<file path="src/rtl/cpu_controller_if.sv">
`default_nettype none
// ============================================================================
//  Module      : cpu_controller_if
//  Description : Instruction input and datapath control bundle between
//                cpu_controller (master) and the datapath / host (slave).
//  Revision    : 1.0 - initial release
// ============================================================================
interface cpu_controller_if;
    logic        s;
    logic        load;
    logic [15:0] in;
    logic        w;
    logic [2:0]  readnum;
    logic [2:0]  writenum;
    logic        write;
    logic [1:0]  vsel;
    logic        loada;
    logic        loadb;
    logic        loadc;
    logic        loads;
    logic        asel;
    logic        bsel;
    logic [1:0]  shift;
    logic [1:0]  ALUop;
    logic [15:0] sximm8;
    logic [15:0] sximm5;

    modport master (
        input  s, load, in,
        output w, readnum, writenum, write, vsel,
        output loada, loadb, loadc, loads, asel, bsel,
        output shift, ALUop, sximm8, sximm5
    );

    modport slave (
        output s, load, in,
        input  w, readnum, writenum, write, vsel,
        input  loada, loadb, loadc, loads, asel, bsel,
        input  shift, ALUop, sximm8, sximm5
    );
endinterface
`default_nettype wire

</file>
<file path="src/rtl/cpu_controller.sv">
`default_nettype none
// ============================================================================
//  Module      : cpu_controller
//  Description : Instruction register, decoder and control FSM sequencing the
//                datapath. Optional macro CTRL_STATUS_ALL_EN makes every
//                instruction passing through ALU update status.
//  Revision    : 1.0 - initial release
// ============================================================================
module cpu_controller (
    input  wire              clk,
    input  wire              reset,
    cpu_controller_if.master bus
);
    typedef enum logic [2:0] {
        ST_WAIT      = 3'd0,
        ST_DECODE    = 3'd1,
        ST_GET_A     = 3'd2,
        ST_GET_B     = 3'd3,
        ST_ALU       = 3'd4,
        ST_WRITE_REG = 3'd5,
        ST_WRITE_IMM = 3'd6
    } state_t;

    state_t      r_state;
    state_t      w_next;
    logic [15:0] r_ir;

    // Instruction fields
    logic [2:0] w_opcode;
    logic [1:0] w_op;
    logic [2:0] w_rn;
    logic [2:0] w_rd;
    logic [2:0] w_rm;
    logic       w_is_mov_imm;
    logic       w_is_mov_reg;
    logic       w_is_alu;
    logic       w_is_cmp;
    logic       w_is_mvn;
    logic       w_loads_alu;

    assign w_opcode     = r_ir[15:13];
    assign w_op         = r_ir[12:11];
    assign w_rn         = r_ir[10:8];
    assign w_rd         = r_ir[7:5];
    assign w_rm         = r_ir[2:0];
    assign w_is_mov_imm = (w_opcode == 3'b110) && (w_op == 2'b10);
    assign w_is_mov_reg = (w_opcode == 3'b110) && (w_op == 2'b00);
    assign w_is_alu     = (w_opcode == 3'b101);
    assign w_is_cmp     = w_is_alu && (w_op == 2'b01);
    assign w_is_mvn     = w_is_alu && (w_op == 2'b11);

`ifdef CTRL_STATUS_ALL_EN
    assign w_loads_alu  = 1'b1;
`else
    assign w_loads_alu  = w_is_cmp;
`endif

    always_ff @(posedge clk) begin
        if (reset) begin
            r_state <= ST_WAIT;
            r_ir    <= 16'h0000;
        end else begin
            r_state <= w_next;
            if ((r_state == ST_WAIT) && bus.load)
                r_ir <= bus.in;
        end
    end

    logic [2:0] w_readnum;
    logic [2:0] w_writenum;
    logic       w_write;
    logic [1:0] w_vsel;
    logic       w_loada;
    logic       w_loadb;
    logic       w_loadc;
    logic       w_loads;
    logic       w_asel;
    logic [1:0] w_aluop;

    always_comb begin
        w_next     = r_state;
        w_readnum  = 3'b000;
        w_writenum = 3'b000;
        w_write    = 1'b0;
        w_vsel     = 2'b00;
        w_loada    = 1'b0;
        w_loadb    = 1'b0;
        w_loadc    = 1'b0;
        w_loads    = 1'b0;
        w_asel     = 1'b0;
        w_aluop    = 2'b00;
        unique case (r_state)
            ST_WAIT: begin
                if (bus.s)
                    w_next = ST_DECODE;
            end
            ST_DECODE: begin
                if (w_is_mov_imm)
                    w_next = ST_WRITE_IMM;
                else if (w_is_mov_reg || w_is_mvn)
                    w_next = ST_GET_B;
                else if (w_is_alu)
                    w_next = ST_GET_A;
                else
                    w_next = ST_WAIT;
            end
            ST_GET_A: begin
                w_readnum = w_rn;
                w_loada   = 1'b1;
                w_next    = ST_GET_B;
            end
            ST_GET_B: begin
                w_readnum = w_rm;
                w_loadb   = 1'b1;
                w_next    = ST_ALU;
            end
            ST_ALU: begin
                w_loadc = 1'b1;
                w_loads = w_loads_alu;
                w_aluop = w_is_alu ? w_op : 2'b00;
                // MOV reg and MVN have no Rn operand, so A is forced to zero
                w_asel  = w_is_mov_reg || w_is_mvn;
                w_next  = w_is_cmp ? ST_WAIT : ST_WRITE_REG;
            end
            ST_WRITE_REG: begin
                w_writenum = w_rd;
                w_vsel     = 2'b00;
                w_write    = 1'b1;
                w_next     = ST_WAIT;
            end
            ST_WRITE_IMM: begin
                w_writenum = w_rn;
                w_vsel     = 2'b10;
                w_write    = 1'b1;
                w_next     = ST_WAIT;
            end
            default: begin
                w_next = ST_WAIT;
            end
        endcase
    end

    assign bus.w        = (r_state == ST_WAIT);
    assign bus.readnum  = w_readnum;
    assign bus.writenum = w_writenum;
    assign bus.write    = w_write;
    assign bus.vsel     = w_vsel;
    assign bus.loada    = w_loada;
    assign bus.loadb    = w_loadb;
    assign bus.loadc    = w_loadc;
    assign bus.loads    = w_loads;
    assign bus.asel     = w_asel;
    assign bus.bsel     = 1'b0;
    assign bus.shift    = r_ir[4:3];
    assign bus.ALUop    = w_aluop;
    assign bus.sximm8   = {{8{r_ir[7]}}, r_ir[7:0]};
    assign bus.sximm5   = {{11{r_ir[4]}}, r_ir[4:0]};

endmodule
`default_nettype wire

</file>
<file path="src/flat_wrapper.sv">
// flat-port wrapper written by rule: the top's interface ports become plain ports
module cpu_controller_flat 
  (clk, reset, bus_s, bus_load, bus_in, bus_w, bus_readnum, bus_writenum, bus_write, bus_vsel, bus_loada, bus_loadb, bus_loadc, bus_loads, bus_asel, bus_bsel, bus_shift, bus_ALUop, bus_sximm8, bus_sximm5);
  cpu_controller_if bus_i ();
  input  wire clk;
  input  wire reset;
  input wire logic [$bits(bus_i.s)-1:0] bus_s;
  input wire logic [$bits(bus_i.load)-1:0] bus_load;
  input wire logic [$bits(bus_i.in)-1:0] bus_in;
  output wire logic [$bits(bus_i.w)-1:0] bus_w;
  output wire logic [$bits(bus_i.readnum)-1:0] bus_readnum;
  output wire logic [$bits(bus_i.writenum)-1:0] bus_writenum;
  output wire logic [$bits(bus_i.write)-1:0] bus_write;
  output wire logic [$bits(bus_i.vsel)-1:0] bus_vsel;
  output wire logic [$bits(bus_i.loada)-1:0] bus_loada;
  output wire logic [$bits(bus_i.loadb)-1:0] bus_loadb;
  output wire logic [$bits(bus_i.loadc)-1:0] bus_loadc;
  output wire logic [$bits(bus_i.loads)-1:0] bus_loads;
  output wire logic [$bits(bus_i.asel)-1:0] bus_asel;
  output wire logic [$bits(bus_i.bsel)-1:0] bus_bsel;
  output wire logic [$bits(bus_i.shift)-1:0] bus_shift;
  output wire logic [$bits(bus_i.ALUop)-1:0] bus_ALUop;
  output wire logic [$bits(bus_i.sximm8)-1:0] bus_sximm8;
  output wire logic [$bits(bus_i.sximm5)-1:0] bus_sximm5;
  assign bus_i.s = bus_s;
  assign bus_i.load = bus_load;
  assign bus_i.in = bus_in;
  assign bus_w = bus_i.w;
  assign bus_readnum = bus_i.readnum;
  assign bus_writenum = bus_i.writenum;
  assign bus_write = bus_i.write;
  assign bus_vsel = bus_i.vsel;
  assign bus_loada = bus_i.loada;
  assign bus_loadb = bus_i.loadb;
  assign bus_loadc = bus_i.loadc;
  assign bus_loads = bus_i.loads;
  assign bus_asel = bus_i.asel;
  assign bus_bsel = bus_i.bsel;
  assign bus_shift = bus_i.shift;
  assign bus_ALUop = bus_i.ALUop;
  assign bus_sximm8 = bus_i.sximm8;
  assign bus_sximm5 = bus_i.sximm5;
  cpu_controller u_core (.clk(clk), .reset(reset), .bus(bus_i));
endmodule
</file>
<file path="config.mk">
export PLATFORM = sky130hd
export DESIGN_NAME = cpu_controller_flat
export DESIGN_NICKNAME = d
export VERILOG_FILES = /design/src/rtl/cpu_controller_if.sv /design/src/rtl/cpu_controller.sv /design/src/flat_wrapper.sv
export SDC_FILE = /design/constraint.sdc
export NUM_CORES = 1
export LEC_CHECK = 0
export ABC_CLOCK_PERIOD_IN_PS = 4200
export CORE_ASPECT_RATIO = 0.9
export CORE_UTILIZATION = 35
export CTS_BUF_LIST = sky130_fd_sc_hd__clkbuf_8
export CTS_CLUSTER_DIAMETER = 30
export CTS_CLUSTER_SIZE = 28
export DETAILED_ROUTE_END_ITERATION = 8
export PLACE_DENSITY = 0.78
export SYNTH_ARGS = -nofsm -noshare
export SYNTH_HDL_FRONTEND = slang
export SYNTH_SLANG_ARGS = --single-unit
</file>
<file path="constraint.sdc">
create_clock -name clk -period 4.2 [get_ports clk]
set_input_delay 1.05 -clock clk [delete_from_list [all_inputs] [get_ports clk]]
set_output_delay 1.05 -clock clk [all_outputs]
set_load 0.01 [all_outputs]
</file>
# Yosys cells after proc, flatten, opt, wreduce, memory -nomap -nowiden
# Index checks and enable logic that the tools add are counted.
# classes
n_reduce_logical,9
n_eq_ne,12
mux,17
# op_table
operator,n
"3-bit == test, second input constant",5
3-bit one-hot mux with 5 select lines,1
3-bit two-way mux,4
3-bit one-hot mux with 2 select lines,2
2-bit two-way mux,4
"3-bit by 2-bit == test with 1-bit output, second input constant",2
1-bit two-way mux,6
1-bit logical AND,5
"2-bit == test, second input constant",2
"3-bit by 1-bit == test with 1-bit output, second input constant",1
3-bit zero test,1
"2-bit by 1-bit == test with 1-bit output, second input constant",1
2-bit zero test,1
"2-bit != test, second input constant",1
2-bit OR reduction,1
1-bit logical OR,1
# word_totals
elab_cells,40
ff_bits,19
out_inout_bits,52
input_bits,20

# Longest topological paths before layout
# depth
word_depth,6
ltp_mapped,5
depth_no_buf,3

# Worst setup path after synthesis
# No wires, ideal clock.
# synth_timing
path_kind,reg-to-output
start,reg u_core.r_state[0]
end,out bus_loads
slack_ns,1.729
t_arrival_ns,1.421
n_path_buf,1
stages_incl_launch_ff,5
required_time_ns,3.150
path_cell_list,dfxtp_1 > clkbuf_1 > nor3b_1 > nand2_1 > nor3_1
# synth_via
elab_chain_cells,2
# synth_lines
item,line,text
from (decl),cpu_controller.sv:24,state_t r_state;
from (signal assigned),cpu_controller.sv:63,r_state <= w_next;
3-bit == test,cpu_controller.sv:92,unique case (r_state)
1-bit two-way mux,cpu_controller.sv:92,
to (decl),flat_wrapper.sv:18,output wire logic [$bits(bus_i.loads)-1:0] bus_loads;
# Every way passes these cells.

# Worst setup path after layout
# layout_timing
start,reg u_core.r_state[2]
end,out bus_loads
# The elaborated chain is that of the path after synthesis.

==> impl_results.md <==
* Run status: finished, final reports clean
* Antenna violations before repair at 0
* Critical-path cell list: nor3b_1 -> nand2_1 -> nor3_1 -> clkdlybuf4s50_1
* Clock latency on the worst-skew pair at about 260 ps
* Top Ports at 72
* Syn_area_per_cell at 7.60 µm²
* PostCTS Resize Cnt at 0
* Drt total wl at 2.66 mm
* Crit path capture type: output port
* CP Data Arrival Time at 2230 ps
* Nets at 212
* Fraction of registers with async set/reset at 0
* Post-synth EDFFs at 0
* Synth unique cells at 29
* Critical path class: register to output port
* Fin util at 0.507
* Die area at 3760 µm²
* Worst slew pin tran at between 800 and 900 ps
* P_leak at approximately 0.59 nW
* CTS Buffer Depth at 2
* Synth top cells by count: 36 x buf_4, 35 x nand2_1, 20 x a21oi_1
* Synth warn at 0
* Port Buffers at 69
* Setup_tns at 0 ps
* Sw frac at 0.271
* Setup Fix Bufs, Post-CTS at 0
* RSZ-0062 raised after global routing: no
* Number of CTS-inserted buffers at 3
* Share of post-route cells with drive strength above 1 at 0.0262
* Drt first pass iters at 4
* Count of final hold-check violations at 0
* Crit-path slowest cell: dfxtp_1
* Most common cell in the netlist: buf_4
* Via density at 4.59
* Vias after detailed routing at 1079
* CTS sink count at 19
* Power density cells at 256 nW/µm²
* FMAX at around 300 MHz
* Register area share after synthesis at 0.309
* CTS clk-pin slew, worst paths at 70 ps
* Top cells by area, synth: dfxtp_1 31%, buf_4 22%, nand2_1 11%
* Slew HR at 0.449
* DR DRC count at 0
* Hold-fix buffers, CTS at 0
* Initial DRC Count at 21
* Int Power at 0.000320 W
* Detailed Place HPWL at 1.94 mm
* CTS tree: done
* First-pass GRT wire length at 4.28 mm
* Tmin final at 3280 ps
* Worst EP required at 3150 ps
* H-tree level count at 1
* Number of global-route vias before repair at 957
* Mapped Area at 1230 µm²
* Area growth from synthesis to layout at 39.0%
* Pin count of the biggest net entering global routing at 19
* Synth Instances at 162
* Tot GR Track Use at 0.146
* Crit-path max FO at 18
* Yosys top cell by area: dfxtp_1
* DR WL/cell at roughly 11 µm
* Top_reg_cell synth: dfxtp_1
* Kind of cell adding the most delay to the critical path: simple AND/OR/NAND/NOR gates
* Initial core utilization at 0.364
* Final-report setup violation count at 0
* Gate power share at 0.238
* Final Skew at 2.11 ps
* Slew Viols, Final at 0
* Critical path launch point type: register
* Ant diodes at 0
* Aggregate global routing overflow at 0
* RePlAce Congestion at between 0.8 and 0.9
* Area share of the largest cell type after synthesis at 0.309
* Die Y at 58.3 µm
* Worst hold path class: register to register
* Tcrit/Tclk final at 0.781
* Share of power burned in registers at 0.472
* Core area at 3380 µm²
* Rows at 20
* Net Switching at 0.000119 W
* Die X at 64.5 µm
* Synth Register Bits at 19
* Critical path's largest stage delay at 660 ps
* CTS Root Cell: clkbuf_8
* Routed Antenna Nets at 0
* Maxcap violations at 0
* CP bufs+invs at 1
* Max VDD drop at 0.203 mV
* Clk pwr share at 0.291
[power by group through the flow]
| stage | registers, W | clock network (W) | logic, W |
|---|---|---|---|
| floorplan | 0.000206 | 0 | 0.0000746 |
| global placement | 0.000210 | 0 | 0.000105 |
| detailed placement | 0.000211 | 0 | 0.000105 |
| CTS | 0.000207 | 0.000132 | 0.000105 |
| global route | 0.000210 | 0.000137 | 0.000114 |
| finish | 0.000207 | 0.000127 | 0.000104 |
[path summary, 6_finish.rpt]
kind                           from  slack (ps)  cells after the start        endpoint
setup / recovery  u_core.r_state[2]         920                      4       bus_loads
hold / removal       u_core.r_ir[6]         480                      2  u_core.r_ir[6]
setup reg to reg  u_core.r_state[2]        2480                      3  u_core.r_ir[9]
hold reg to reg      u_core.r_ir[6]         480                      2  u_core.r_ir[6]
[cells by family (layout without fill, tap and decap cells)]
| group | count (synthesis) | after routing | synth area share |
|---|---|---|---|
| and+or+nand+nor | 63 | 63 | 0.270 |
| buffers and inverters | 46 | 74 | 0.259 |
| AOI/OAI and AO/OA | 33 | 33 | 0.159 |
| DFF | 19 | 19 | 0.309 |
| other | 1 | 2 | 0.00305 |
[routing by layer]
| metal | routed length, µm | track usage |
|---|---|---|
| met1 | 1280 | 0.182 |
| met2 | 1160 | 0.239 |
| met3 | 219 | 0.0551 |
| met4 | 8 | 0.0317 |
| met5 | 0 | 0 |
[cell usage in the layout (no fill, tap or decap)]
master,synthesis,final
clkdlybuf4s50_1,0,69
nand2_1,35,35
a21oi_1,20,20
dfxtp_1,19,19
nor2b_1,6,6
nor2_1,5,5
a22oi_1,3,3
nor3b_1,3,3
a22o_1,3,3
o21ai_0,3,3
clkbuf_8,0,3
nand2b_1,2,2
nor3_1,2,2
nand3b_1,2,2
and4b_1,2,2
conb_1,1,2
and3b_1,1,1
and2_1,1,1
o21a_1,1,1
nor4b_1,1,1
o31ai_1,1,1
or4_1,1,1
nor4b_4,1,1
or4b_1,1,1
inv_1,1,1
o2111ai_1,1,1
a211oi_1,1,1
clkinv_2,0,1
[area by class of cell]
class,instances,area [µm²]
repair buffers,69,691
flip-flops and latches,19,380
fillers,344,1670
well taps,44,55.1
multi-input cells,98,536
clock inverters,1,5.00
clock buffers,3,41.3
inverters,1,3.75
[registers in the layout, summed over array words and instances, names as in the netlist]
| register | flops |
|---|---|
| u_core.r_ir | 16 |
| u_core.r_state | 3 |
[worst register-to-register path: stages, from the launching register on]
cell and delay, ps:
dfxtp_1 480, or4b_1 860, nand2_1 170, a21oi_1 70
[through the flow]
stage	power, W	instances	hold WS [ps]	worst slack (ps)	area [µm²]
6_report	0.000439	235	476	920	1710
5_1_grt	0.000460	235	505	667	1710
4_1_cts	0.000444	235	481	895	1710
3_5_place_dp	0.000316	231	470	1180	1670
3_3_place_gp	0.000315	231	458	1300	1670
2_1_floorplan	0.000281	163	449	1730	1230
No activity file was read; power rests on OpenSTA's default activity.
